File: config.mk
export PLATFORM = sky130hd
export DESIGN_NAME = mio_bus_bridge
export DESIGN_NICKNAME = d
export VERILOG_FILES = /design/src/rtl/mio_bus_bridge.sv
export SDC_FILE = /design/constraint.sdc
export NUM_CORES = 1
export LEC_CHECK = 0
export ABC_CLOCK_PERIOD_IN_PS = 5700
export CORE_MARGIN = 5
export CORE_UTILIZATION = 47
export CTS_BUF_LIST = sky130_fd_sc_hd__clkbuf_8
export DETAILED_ROUTE_END_ITERATION = 10
export GPL_TIMING_DRIVEN = 0
export PLACE_DENSITY = 0.93
export SYNTH_ARGS = -nofsm -noshare
export SYNTH_HDL_FRONTEND = slang
export SYNTH_SLANG_ARGS = --single-unit
File: constraint.sdc
create_clock -name clk -period 5.7 [get_ports clk]
set_input_delay 0.855 -clock clk [delete_from_list [all_inputs] [get_ports clk]]
set_output_delay 0.855 -clock clk [all_outputs]
set_load 0.02 [all_outputs]
File: src/rtl/mio_bus_bridge.sv
// rtl/mio_bus_bridge.sv - memory/IO bridge between the single-cycle core and RAM/peripherals
// Decodes core accesses to RAM, GPIO, 7-segment and timer registers; stalls the core on RAM reads.
module mio_bus_bridge #(
  parameter int RAM_AW  = 10,
  parameter int RAM_LAT = 1
) (
  input  logic              clk,
  input  logic              rst,
  input  logic [31:0]       cpu_addr,
  input  logic [31:0]       cpu_wdata,
  input  logic              cpu_we,
  input  logic              cpu_req,
  output logic [31:0]       cpu_rdata,
  output logic              MIO_ready,
  output logic              ram_en,
  output logic              ram_we,
  output logic [RAM_AW-1:0] ram_addr,
  output logic [31:0]       ram_din,
  input  logic [31:0]       ram_dout,
  input  logic [15:0]       sw_in,
  output logic [15:0]       led_out,
  output logic [31:0]       seg_out,
  output logic              bus_err
);

  localparam int CW = (RAM_LAT > 1) ? $clog2(RAM_LAT + 1) : 1;

  typedef enum logic [1:0] {S_IDLE, S_WAIT, S_DONE} state_t;

  state_t            state_q;
  logic [CW-1:0]     count_q;
  logic [RAM_AW-1:0] addr_q;
  logic [15:0]       led_q;
  logic [31:0]       seg_q;
  logic [31:0]       timer_q;
  logic              bus_err_q;

  logic [3:0] region;
  logic       off_zero, off_one;
  logic       sel_ram, sel_gpio, sel_seg, sel_tmr, sel_unm;
  logic       idle, acc, wr, rd_ram;
  logic       unused_lane_bits;

  assign region   = cpu_addr[31:28];
  assign off_zero = (cpu_addr[27:2] == 26'd0);
  assign off_one  = (cpu_addr[27:2] == 26'd1);
  assign sel_ram  = (region == 4'h0);
  assign sel_gpio = (region == 4'hE) && off_zero;
  assign sel_seg  = (region == 4'hF) && off_zero;
  assign sel_tmr  = (region == 4'hF) && off_one;
  assign sel_unm  = !(sel_ram || sel_gpio || sel_seg || sel_tmr);

  assign idle   = (state_q == S_IDLE);
  assign acc    = idle && cpu_req;
  assign wr     = acc && cpu_we;
  assign rd_ram = acc && !cpu_we && sel_ram;

  // Byte lanes are not supported; the low address bits are don't-care.
  assign unused_lane_bits = ^cpu_addr[1:0];

  always_ff @(posedge clk or posedge rst) begin
    if (rst) begin
      state_q   <= S_IDLE;
      count_q   <= '0;
      addr_q    <= '0;
      led_q     <= '0;
      seg_q     <= '0;
      timer_q   <= '0;
      bus_err_q <= 1'b0;
    end else begin
      bus_err_q <= acc && sel_unm;
      timer_q   <= (wr && sel_tmr) ? cpu_wdata : timer_q + 32'd1;
      if (wr && sel_gpio) led_q <= cpu_wdata[15:0];
      if (wr && sel_seg)  seg_q <= cpu_wdata;
      case (state_q)
        S_IDLE: begin
          if (rd_ram) begin
            addr_q  <= cpu_addr[RAM_AW+1:2];
            count_q <= CW'(RAM_LAT - 1);
            state_q <= (RAM_LAT == 1) ? S_DONE : S_WAIT;
          end
        end
        // Core inputs are ignored here; a started read always completes.
        S_WAIT: begin
          if (count_q == CW'(1)) state_q <= S_DONE;
          else                   count_q <= count_q - CW'(1);
        end
        S_DONE:  state_q <= S_IDLE;
        default: state_q <= S_IDLE;
      endcase
    end
  end

  assign ram_en   = !rst && acc && sel_ram;
  assign ram_we   = !rst && wr && sel_ram;
  assign ram_addr = idle ? cpu_addr[RAM_AW+1:2] : addr_q;
  assign ram_din  = cpu_wdata;
  assign led_out  = led_q;
  assign seg_out  = seg_q;
  assign bus_err  = bus_err_q;

  always_comb begin
    cpu_rdata = '0;
    MIO_ready = 1'b0;
    if (!rst) begin
      case (state_q)
        S_IDLE: begin
          MIO_ready = !rd_ram;
          if (cpu_req && !cpu_we) begin
            if (sel_gpio)     cpu_rdata = {16'b0, sw_in};
            else if (sel_seg) cpu_rdata = seg_q;
            else if (sel_tmr) cpu_rdata = timer_q;
          end
        end
        // ram_dout is valid exactly in this cycle, RAM_LAT cycles after issue.
        S_DONE: begin
          MIO_ready = 1'b1;
          cpu_rdata = ram_dout;
        end
        default: ;
      endcase
    end
  end

endmodule

# [Word-level counts from Yosys, hierarchy flattened]
# Index checks and enable logic that the tools add are counted.
[word_totals] regBits=94 in_bits=116
[op_classes] n_addsub=2 n_reduce_logical=30 mux=16 eq_ne=7
[ops] cell="32-bit 2-to-1 mux" count=6
[ops] cell="32-bit case mux with 2 select lines" count=1
[ops] cell="32-bit by 1-bit adder with 32-bit output (second input constant)" count=1
[ops] cell="26-bit by 1-bit == test with 1-bit output (second input constant)" count=1
[ops] cell="26-bit logical NOT" count=1
[ops] cell="1-bit logical AND" count=16
[ops] cell="10-bit 2-to-1 mux" count=1
[ops] cell="4-bit == test (second input constant)" count=2
[ops] cell="2-bit AND reduction" count=3
[ops] cell="1-bit logical NOT" count=4
[ops] cell="4-bit logical NOT" count=1
[ops] cell="2-bit 2-to-1 mux" count=2
[ops] cell="1-bit case mux with 2 select lines" count=2
[ops] cell="2-bit case mux with 2 select lines" count=1
[ops] cell="1-bit logical OR" count=3
[ops] cell="1-bit 2-to-1 mux" count=3
[ops] cell="2-bit by 1-bit == test with 1-bit output (second input constant)" count=1
[ops] cell="2-bit == test (second input constant)" count=1
[ops] cell="2-bit logical NOT" count=1
[ops] cell="2-bit by 1-bit inequality test with 1-bit output (second input constant)" count=1
[ops] cell="2-bit inequality test (second input constant)" count=1
[ops] cell="2-bit nonzero test" count=1
[ops] cell="1-bit subtractor (second input constant)" count=1

# [Depth between registers and ports, before layout]
# Gate-level depths: netlist of the first run.
[logic_depth] depth_word=8 mapped_depth=8

# [Least setup slack after synthesis of the first run]
# OpenSTA, ideal clock, no wires.
[synth_path] path_kind="input to output" start="in cpu_addr[8]" end="out cpu_rdata[21]" setup_slack_ns=2.446 cell_stages=7 t_arrival_ns=2.399 path_cell_list="nor4_2 > and4_2 > and3_1 > clkbuf_1 > buf_2 > nand3_1 > a21oi_1"
[synth_via] elab_chain_len=8 elab_cells_between_ends=11 cone_classes="eq/ne: 1; mux: 6; reduce/logical: 4"
[synth_lines] item="from (decl)" line="9" rtl="input logic [31:0] cpu_addr,"
[synth_lines] item="26-bit by 1-bit == test with 1-bit output" line="46" rtl="assign off_one = (cpu_addr[27:2] == 26'd1);"
[synth_lines] item="1-bit logical AND" line="50" rtl="assign sel_tmr = (region == 4'hF) && off_one;"
[synth_lines] item="32-bit 2-to-1 mux" line="112" rtl="else if (sel_tmr) cpu_rdata = timer_q;"
[synth_lines] item="32-bit 2-to-1 mux" line="111" rtl="else if (sel_seg) cpu_rdata = seg_q;"
[synth_lines] item="32-bit 2-to-1 mux *" line="110" rtl="if (sel_gpio) cpu_rdata = {16'b0, sw_in};"
[synth_lines] item="32-bit 2-to-1 mux *" line="109" rtl="if (cpu_req && !cpu_we) begin"
[synth_lines] item="32-bit case mux with 2 select lines *" line="106" rtl="case (state_q)"
[synth_lines] item="32-bit 2-to-1 mux *" line="105" rtl="if (!rst) begin"
[synth_lines] item="to (decl)" line="13" rtl="output logic [31:0] cpu_rdata,"
# Mark *: on every way between the ends. The rest lies on a longest branch, timed or not.

# [Final worst setup path of the first run]
[layout_path] start="in cpu_addr[14]" end="out cpu_rdata[23]"
# The elaborated chain is that of the path after synthesis.

==> results of run 1 <==
==> state kept, by name (all words and copies together), names as in the netlist <==
signal,count
timer_q,32
state_q,1
addr_q,10
seg_out,32
bus_err,1
led_out,16
==> layer usage <==
| metal | global-route usage (%) | wire (um) |
|---|---|---|
| met1 | 31.3 | 7270 |
| met2 | 48.4 | 9860 |
| met3 | 6.40 | 1620 |
| met4 | 8.98 | 312 |
| met5 | 0 | 0 |
==> stage by stage <==
stage	cell area [um^2]	setup slack, ns	power (mW)	std cells
floorplan	5550	2.05	0.771	578
global placement	8100	0.739	0.908	958
detailed placement	8130	0.896	0.916	959
CTS	8330	0.885	1.37	974
global route	8330	0.803	1.41	974
finish	8330	0.912	1.36	974
==> cells by family (layout without fill, tap and decap cells) <==
| group | after synthesis | in the layout | share of synthesized area [%] |
|---|---|---|---|
| AO/OA/AOI/OAI | 82 | 82 | 8.48 |
| XOR/XNOR | 30 | 30 | 4.74 |
| adder cells (fa/ha/maj) | 1 | 1 | 0.226 |
| buffers and inverters | 70 | 323 | 7.65 |
| flip-flops | 92 | 92 | 41.5 |
| multiplexers | 90 | 90 | 18.6 |
| AND/OR/NAND/NOR | 213 | 213 | 18.8 |
==> placed cells by master (no fill, tap or decap), drive strengths merged, types with 11 or more instances in the layout <==
cell and n:
a2bb2oi 16, buf 44, clkdlybuf4s50 237, nand3 35
nand4 13, dfrtp 92, xor2 19, xnor2 11
nand2 51, a21oi 63, mux2i 16, nor2 71
clkbuf 33, and3 14, mux2 74
==> power by group <==
part / total (mW) / internal [mW] / leakage, nW / switching (mW)
sequential: 0.673 / 0.666 / 1.25 / 0.00698
combinational: 0.229 / 0.129 / 2.20 / 0.101
clock: 0.459 / 0.224 / 0.105 / 0.235
total: 1.36 / 1.02 / 3.55 / 0.343
==> critical path, stage by stage <==
cell and delay [ns]:
clkdlybuf4s50_1 0.40, nor4_1 0.50, and3_1 0.35, and3_1 0.18, clkbuf_1 0.33, buf_2 0.31
nand3_1 0.11, a21oi_1 0.25, clkdlybuf4s50_1 0.65
==> how the worst max path moves through the flow <==
| stage | start | endpoint | cells past startpoint |
|---|---|---|---|
| floorplan | rst | addr_q[0]$_DFFE_PP0P_ | 3 |
| global placement | rst | led_out[9]$_DFFE_PP0P_ | 3 |
| detailed placement | cpu_addr[14] | cpu_rdata[23] | 9 |
| CTS | cpu_addr[14] | cpu_rdata[23] | 9 |
| global route | cpu_addr[14] | cpu_rdata[23] | 9 |
| finish | cpu_addr[14] | cpu_rdata[23] | 9 |
==> layout make-up <==
class,instances,area [um^2]
timing repair buffer,238,2400
sequential,92,2300
tap,143,179
inverter,5,21.3
fill,879,3190
multi-input combinational,416,2820
clock inverter,4,48.8
clock buffer,11,151
buffer,65,405
==> flow_metrics.py, run 1 <==
metrics = {
    "place": {
        "place.gp.congestion": 0.809,
        "place_hpwl_um": 14800,
        "io_buffers": 237,
    },
    "grt": {
        "grt_pass1_wl_um": 30100,
        "grt_antenna_before_repair": 0,
        "grt_max_degree": 57,
        "overflow": 0,
        "grt_pass1_vias": 5795,
        "grt_usage_pct": 26.9,
    },
    "critical_path": {
        "rr_startpoint": "state_q[1]$_DFFE_PP0P_",
        "r2r.worst_path.cells": 7,
        "cp_max_fo": 10,
        "start_kind": "input port",
        "crit_arrival_ns": 3.93,
        "cp.required_ns": 4.85,
        "worstReg2RegEnd": "timer_q[11]$_DFF_PP0_",
        "r2r_slack_ns": 3.45,
        "critPathCaptureType": "primary output",
        "path_class": "in2out",
    },
    "floorplanning": {
        "die-area_um2": 14100,
        "core-area_um2": 11500,
        "initial_utilization_pct": 48.2,
        "die_y_um": 119,
        "io_pins": 242,
        "fp-row-count": 39,
        "die_w_um": 119,
    },
    "routing": {
        "post_drt_wl_per_cell_um": 19.6,
        "antenna_left": 0,
        "drc": 0,
        "via_count": 5339,
        "dr.pass1.iters": 4,
        "via_per_inst": 5.48,
        "routed_wl_um": 19100,
        "drt_iter0_drc": 349,
    },
    "final_layout": {
        "nNetsFinal": 944,
        "n_antenna_cell": 0,
        "drive_gt1_share_pct": 16.5,
        "final_util_pct": 72.3,
        "area_growth_pct": 50.2,
    },
    "synth": {
        "synthArstFlopShare_pct": 100,
        "yosysMostFrequentCell": "dfrtp_1",
        "netlist_instances": 578,
        "synth_nets": 695,
        "yosys.area.top_type": "dfrtp_1",
        "yosysUniqueCellTypes": 39,
        "yosys-top-cells-count": "92 x dfrtp_1, 71 x nor2_1, 63 x a21oi_1, 61 x mux2_2, 51 x nand2_1",
        "synth_edf_count": 0,
        "synth_flop_cell": "dfrtp_1",
        "synth_area_leaders": "dfrtp_1 42%, mux2_2 12%, a21oi_1 5.7%",
        "synth.yosys.seq_area_share_pct": 41.5,
        "ys_warn_count": 0,
        "ys_ff_latch": 92,
        "syn_avg_cell_area_um2": 9.59,
        "syn_area_um2": 5550,
        "synth_top_area_share_pct": 41.5,
    },
    "clock_tree": {
        "postCtsSetupRepairBufs": 0,
        "holdBufCountCts": 0,
        "clock_path_buffers": 2,
        "cts_buffers": 9,
        "htree_levels": 3,
        "root_buffer": "clkbuf_8",
        "cts.sinks": 92,
        "clock_latency_ns": 0.36,
        "clkTransAtPathRegs_ns": 0.09,
        "cts_tree": "built",
        "cts_resized": 0,
    },
    "worst_hold_path": {
        "hp-class": "reg2reg",
        "whs_path_depth": 2,
        "holdCritStartpoint": "addr_q[6]$_DFFE_PP0P_",
        "worstHoldEndpoint": "addr_q[6]$_DFFE_PP0P_",
    },
    "sta": {
        "min_period_ns": 4.79,
        "min_period_over_period_pct": 84.0,
        "hold_ws_ns": 0.482,
        "timing.fmax_mhz": 209,
        "timing.slew.headroom_pct": 24.2,
        "finalHoldViolations": 0,
        "grt_setup_unrepaired": "false",
        "fin_skew_ns": 0.00619,
        "drv_slew": 0,
        "setup_viol": 0,
        "worst_pin_slew_ns": 1.13,
        "fin_tns_setup_ns": 0,
    },
    "pwr": {
        "p_leak_nw": 3.55,
        "cellPowerDensity_nw_per_um2": 163,
        "peakVddDrop_mv": 0.144,
    },
    "job": {
        "cap_violations": 0,
    },
    "run_status": {
        "status": "finished clean",
    },
}
Power figures use the tool's default switching activity.
==> run 2: changes to the inputs <==
- ABC_CLOCK_PERIOD_IN_PS: 5700 -> 3930
- CORE_UTILIZATION: 47 -> 40
- PLACE_DENSITY: 0.93 -> 0.85
- clock period: 5.7 -> 3.93 ns (I/O delays scaled with it)
==> run 2 against run 1 <==
Sequential share of layout area is 0.53 points lower. Power increased by 55%. Setup slack lost 0.77 ns. Die area up 16%. Wire length increased by 1.0%. Critical path depth is 1 lower. First-iteration DRC count shrank 1.7%. Clock power up 73%. Non-clock buffer count is 3 higher. Global-route usage is 3.8 points lower. Combinational power grew 47%. Clock-buffer cell count down 1. Largest cell class is now buffers.
==> flow_metrics.py, run 2 (synthesis gave the netlist of run 1 again) <==
metrics = {
    "clock_tree": {
        "clkTransAtPathRegs_ns": 0.10,
        "clock_latency_ns": 0.36,
        "root_buffer": "clkbuf_8",
        "htree_levels": 3,
        "cts_tree": "built",
        "cts.sinks": 92,
        "clock_path_buffers": 2,
        "cts_buffers": 9,
    },
    "grt": {
        "grt_usage_pct": 23.1,
        "busiest_layer": "met2",
        "use_met2_pct": 39.0,
        "grt_use_met3_pct": 4.92,
        "overflow": 0,
        "grt_antenna_before_repair": 0,
        "grt_pass1_wl_um": 29600,
        "grt_pass1_vias": 5516,
        "grt_max_degree": 59,
        "grt_use_met1_pct": 28.9,
    },
    "critical_path": {
        "path_class": "in2out",
        "worstReg2RegEnd": "timer_q[19]$_DFF_PP0_",
        "r2r.worst_path.cells": 5,
        "cp.required_ns": 3.34,
        "critPathCaptureType": "primary output",
        "crit_arrival_ns": 3.20,
        "rr_startpoint": "timer_q[4]$_DFF_PP0_",
        "r2r_slack_ns": 1.75,
        "cp_max_fo": 10,
        "start_kind": "input port",
    },
    "floorplanning": {
        "fp-row-count": 43,
        "die_w_um": 128,
        "die_y_um": 128,
        "die-area_um2": 16300,
        "core-area_um2": 13700,
        "io_pins": 242,
        "initial_utilization_pct": 40.4,
    },
    "worst_hold_path": {
        "worstHoldEndpoint": "addr_q[2]$_DFFE_PP0P_",
        "hp-class": "reg2reg",
        "holdCritStartpoint": "addr_q[2]$_DFFE_PP0P_",
        "whs_path_depth": 2,
    },
    "sta": {
        "timing.fmax_mhz": 264,
        "setup_viol": 0,
        "finalHoldViolations": 0,
        "fin_skew_ns": 0.0107,
        "drv_slew": 0,
        "min_period_over_period_pct": 96.5,
        "worst_pin_slew_ns": 1.09,
        "timing.slew.headroom_pct": 26.7,
        "min_period_ns": 3.79,
    },
    "place": {
        "io_buffers": 237,
        "place_hpwl_um": 14800,
        "place.gp.congestion": 0.780,
        "placedCellCount": 996,
    },
    "final_layout": {
        "area_growth_pct": 53.1,
        "nNetsFinal": 947,
        "final_util_pct": 61.9,
        "drive_gt1_share_pct": 17.8,
        "final_common_cell": "clkdlybuf4s50_1",
        "final_cell_mix": "232 x clkdlybuf4s50_1, 92 x dfrtp_1, 70 x nor2_1",
        "n_antenna_cell": 0,
        "fin_cells": 1015,
    },
    "routing": {
        "drt_iter0_drc": 343,
        "post_drt_wl_per_cell_um": 19.0,
        "via_count": 5338,
        "drc": 0,
        "routed_wl_um": 19300,
        "via_per_inst": 5.26,
        "antenna_left": 0,
        "dr.pass1.iters": 5,
    },
    "job": {
        "cap_violations": 0,
    },
    "pwr": {
        "cellPowerDensity_nw_per_um2": 248,
        "p_leak_nw": 3.69,
        "peakVddDrop_mv": 0.137,
    },
    "run_status": {
        "status": "finished clean",
    },
}
[run 2: cell count changes in the layout (fill, tap and decap cells not counted), moves of 3 or more]
cell / change
clkdlybuf4s50_1: -5
dlymetal6s2s_1: +5
buf_4: +4
clkbuf_1: -3
[run 2: where the power goes]
| part | switching, mW | internal [mW] | total [mW] | leakage (nW) |
|---|---|---|---|---|
| sequential | 0.00943 | 0.965 | 0.975 | 1.25 |
| clock | 0.353 | 0.440 | 0.794 | 0.122 |
| combinational | 0.148 | 0.189 | 0.337 | 2.31 |
| total | 0.511 | 1.59 | 2.11 | 3.69 |
[run 2: cell type report]
| class | count | area [um^2] |
|---|---|---|
| buffer | 64 | 409 |
| clock buffer | 10 | 138 |
| tap | 180 | 225 |
| clock inverter | 6 | 111 |
| fill | 1151 | 5230 |
| inverter | 5 | 21.3 |
| multi-input combinational | 416 | 2840 |
| timing repair buffer | 242 | 2440 |
| sequential | 92 | 2300 |
[run 2: worst max path at each step]
stage                       from  cells after the start                 endpoint  slack, ns
detailed placement  cpu_addr[14]                      9            cpu_rdata[24]      -0.17
global placement             rst                      3  seg_out[25]$_DFFE_PP0P_      -0.77
CTS                 cpu_addr[14]                      8             cpu_rdata[6]       0.02
floorplan                    rst                      3    addr_q[0]$_DFFE_PP0P_       0.55
global route         cpu_addr[4]                      8            cpu_rdata[26]     -0.003
finish               cpu_addr[3]                      8            cpu_rdata[28]       0.14
[run 2: layer usage]
metal	vias to the layer above	routed length, um
met1	2589	7890
met5	-	0
met4	0	442
met3	30	1410
li1	2507	-
met2	212	9520
[run 2: worst max-delay path, stage by stage]
cell             delay [ns]
clkdlybuf4s50_1        0.45
nor4_2                 0.36
and4_2                 0.34
and3_2                 0.31
clkbuf_4               0.25
nand3_1                0.11
a21oi_1                0.17
clkdlybuf4s50_1        0.63
[run 2: metrics by stage]
step / TNS [ns] / area [um^2] / hold slack (ns) / worst slack, ns / power (mW)
3_5_place_dp: -1.70 / 8170 / 0.463 / -0.167 / 1.33
2_1_floorplan: 0 / 5550 / 0.440 / 0.549 / 1.12
3_3_place_gp: -71.67 / 8140 / 0.453 / -0.771 / 1.32
6_report: 0 / 8490 / 0.485 / 0.138 / 2.11
5_1_grt: -0.00301 / 8490 / 0.510 / -0.00280 / 2.18
4_1_cts: 0 / 8420 / 0.490 / 0.0226 / 2.12
[run 2: repair_timing]
action | 4_1_cts | 5_1_grt
resized for setup | 3 | 12
setup buffers | 0 | 4
setup endpoints to repair | 20 | 20
pin swaps | 0 | 1
hold buffers | 0 | 0
==> run 3: changes to the inputs <==
- CORE_UTILIZATION: 40 -> 30
- PLACE_DENSITY: 0.85 -> 0.68
==> run 3 against run 2 <==
Via count down 1.9%. Clock power shrank 19%. Non-clock buffer count down 3. Cell area down 0.34%. Maximum frequency down 0.47%. Wire length up 5.2%. Combinational power hardly changed. Highest routed layer unchanged. Sequential cell count unchanged. Largest power group unchanged.
==> flow_metrics.py, run 3 (synthesis gave the netlist of run 1 again) <==
metrics = {
    "floorplanning": {
        "die-area_um2": 21300,
        "fp-row-count": 49,
        "io_pins": 242,
        "die_y_um": 146,
        "die_w_um": 146,
        "core-area_um2": 18100,
        "initial_utilization_pct": 30.7,
    },
    "final_layout": {
        "n_antenna_cell": 0,
        "fin_cells": 1061,
        "nNetsFinal": 944,
        "nFillCells": 1745,
        "area_growth_pct": 52.6,
        "final_common_cell": "clkdlybuf4s50_1",
        "final_cell_mix": "235 x clkdlybuf4s50_1, 92 x dfrtp_1, 70 x nor2_1",
        "drive_gt1_share_pct": 17.5,
        "postLayoutCellArea_um2": 8460,
    },
    "sta": {
        "grt_setup_unrepaired": "false",
        "worst_slack_ns": 0.120,
        "worst_pin_slew_ns": 1.06,
        "hold_ws_ns": 0.484,
        "drv_slew": 0,
        "timing.fmax_mhz": 262,
        "min_period_ns": 3.81,
        "timing.slew.headroom_pct": 28.8,
        "min_period_over_period_pct": 97.0,
        "finalHoldViolations": 0,
        "setup_viol": 0,
        "fin_skew_ns": 0.0118,
    },
    "grt": {
        "grt_usage_pct": 18.5,
        "grt_antenna_before_repair": 0,
        "grt_pass1_wl_um": 30700,
        "grt_max_degree": 53,
        "overflow": 0,
        "grt_pass1_vias": 5440,
    },
    "routing": {
        "via_per_inst": 4.93,
        "dr.pass1.iters": 4,
        "via_count": 5236,
        "post_drt_wl_per_cell_um": 19.1,
        "drt_iter0_drc": 244,
        "routed_wl_um": 20300,
        "drc": 0,
        "antenna_left": 0,
    },
    "critical_path": {
        "cp_cell_sequence": "clkdlybuf4s50_1 > nor4_2 > and4_2 > and3_2 > buf_4 > nand3_1 > a21oi_1 > clkdlybuf4s50_1",
        "critPathCaptureType": "primary output",
        "crit_path_top_delay_cell": "clkdlybuf4s50_1",
        "path_class": "in2out",
        "timing.critical_path.mode_cell": "clkdlybuf4s50_1",
        "crit_arrival_ns": 3.22,
        "max_stage_delay_ns": 0.63,
        "start_kind": "input port",
        "cp.required_ns": 3.34,
        "cp_max_fo": 10,
    },
    "clock_tree": {
        "htree_levels": 3,
        "cts_tree": "built",
        "holdBufCountCts": 0,
        "clock_path_buffers": 2,
        "clock_latency_ns": 0.38,
        "clkTransAtPathRegs_ns": 0.11,
        "cts.sinks": 92,
        "root_buffer": "clkbuf_8",
        "cts_buffers": 9,
    },
    "pwr": {
        "power_mw": 1.95,
        "p_leak_nw": 3.59,
        "cellPowerDensity_nw_per_um2": 231,
        "peakVddDrop_mv": 0.161,
    },
    "job": {
        "cap_violations": 0,
    },
    "worst_hold_path": {
        "hp-class": "reg2reg",
    },
    "place": {
        "place_hpwl_um": 15700,
        "place.gp.congestion": 0.755,
        "pre_cts_slack_ns": -0.268,
        "placedCellCount": 1045,
        "io_buffers": 237,
        "placed_area_um2": 8230,
    },
    "run_status": {
        "status": "finished clean",
    },
}
[run 3: changes by cell type in the layout (fill, tap and decap cells not counted), sizes merged, moves of 3 or more]
cell / before / now
clkdlybuf4s50: 232 / 235
bufinv: 3 / 0
dlymetal6s2s: 5 / 2
clkbuf: 32 / 29
inv: 5 / 11
[run 3: final timing paths]
path,start,to,slack [ns],cells after the start
min in group asynchronous,rst,addr_q[0]$_DFFE_PP0P_,0.88,3
worst min-delay path,addr_q[1]$_DFFE_PP0P_,addr_q[1]$_DFFE_PP0P_,0.48,2
worst min register to register,addr_q[1]$_DFFE_PP0P_,addr_q[1]$_DFFE_PP0P_,0.48,2
worst max-delay path,cpu_addr[8],cpu_rdata[28],0.12,8
max in group asynchronous,rst,timer_q[9]$_DFF_PP0_,2.41,4
worst max register to register,state_q[1]$_DFFE_PP0P_,timer_q[15]$_DFF_PP0_,1.74,7
[run 3: layout make-up]
cell class	count	area, um^2	share of cell area [%]
plain buffers	64	407	4.81
inverters	5	21.3	0.251
clock buffers	9	124	1.46
multi-input cells	416	2840	33.6
well taps	229	287	3.39
flip-flops and latches	92	2300	27.2
repair buffers	239	2410	28.5
clock inverters	7	63.8	0.754
[run 3: where the power goes]
| part | internal, mW | switching (mW) |
|---|---|---|
| registers | 0.966 | 0.00966 |
| logic | 0.188 | 0.149 |
| clock network | 0.247 | 0.395 |
| total | 1.40 | 0.554 |
[run 3: per-layer routing]
layer	share of wire [%]	track usage (%)	up-vias
met2	48	32.5	184
met1	43	22.3	2530
met3	6.7	4.52	21
met5	0	0	-
li1	-	-	2501
met4	2.2	5.94	0
[run 3: repair_timing]
item,4_1_cts,5_1_grt
gates resized for setup,6,7
cloned,0,0
endpoints found under the setup margin,20,14
buffers inserted,0,1
pin swaps,0,1
[run 3: worst max-delay path: cells and delay by family]
kind / cells / cell delay, ns
buf+inv: 3 / 1.31
simple gates: 4 / 1.14
compound gates: 1 / 0.18
[run 3: stage by stage]
step	setup TNS, ns	util (%)
5_1_grt	0	46.8
3_3_place_gp	-100.38	45.4
4_1_cts	0	46.6
6_report	0	46.8
3_5_place_dp	-3.63	45.5
2_1_floorplan	0	-
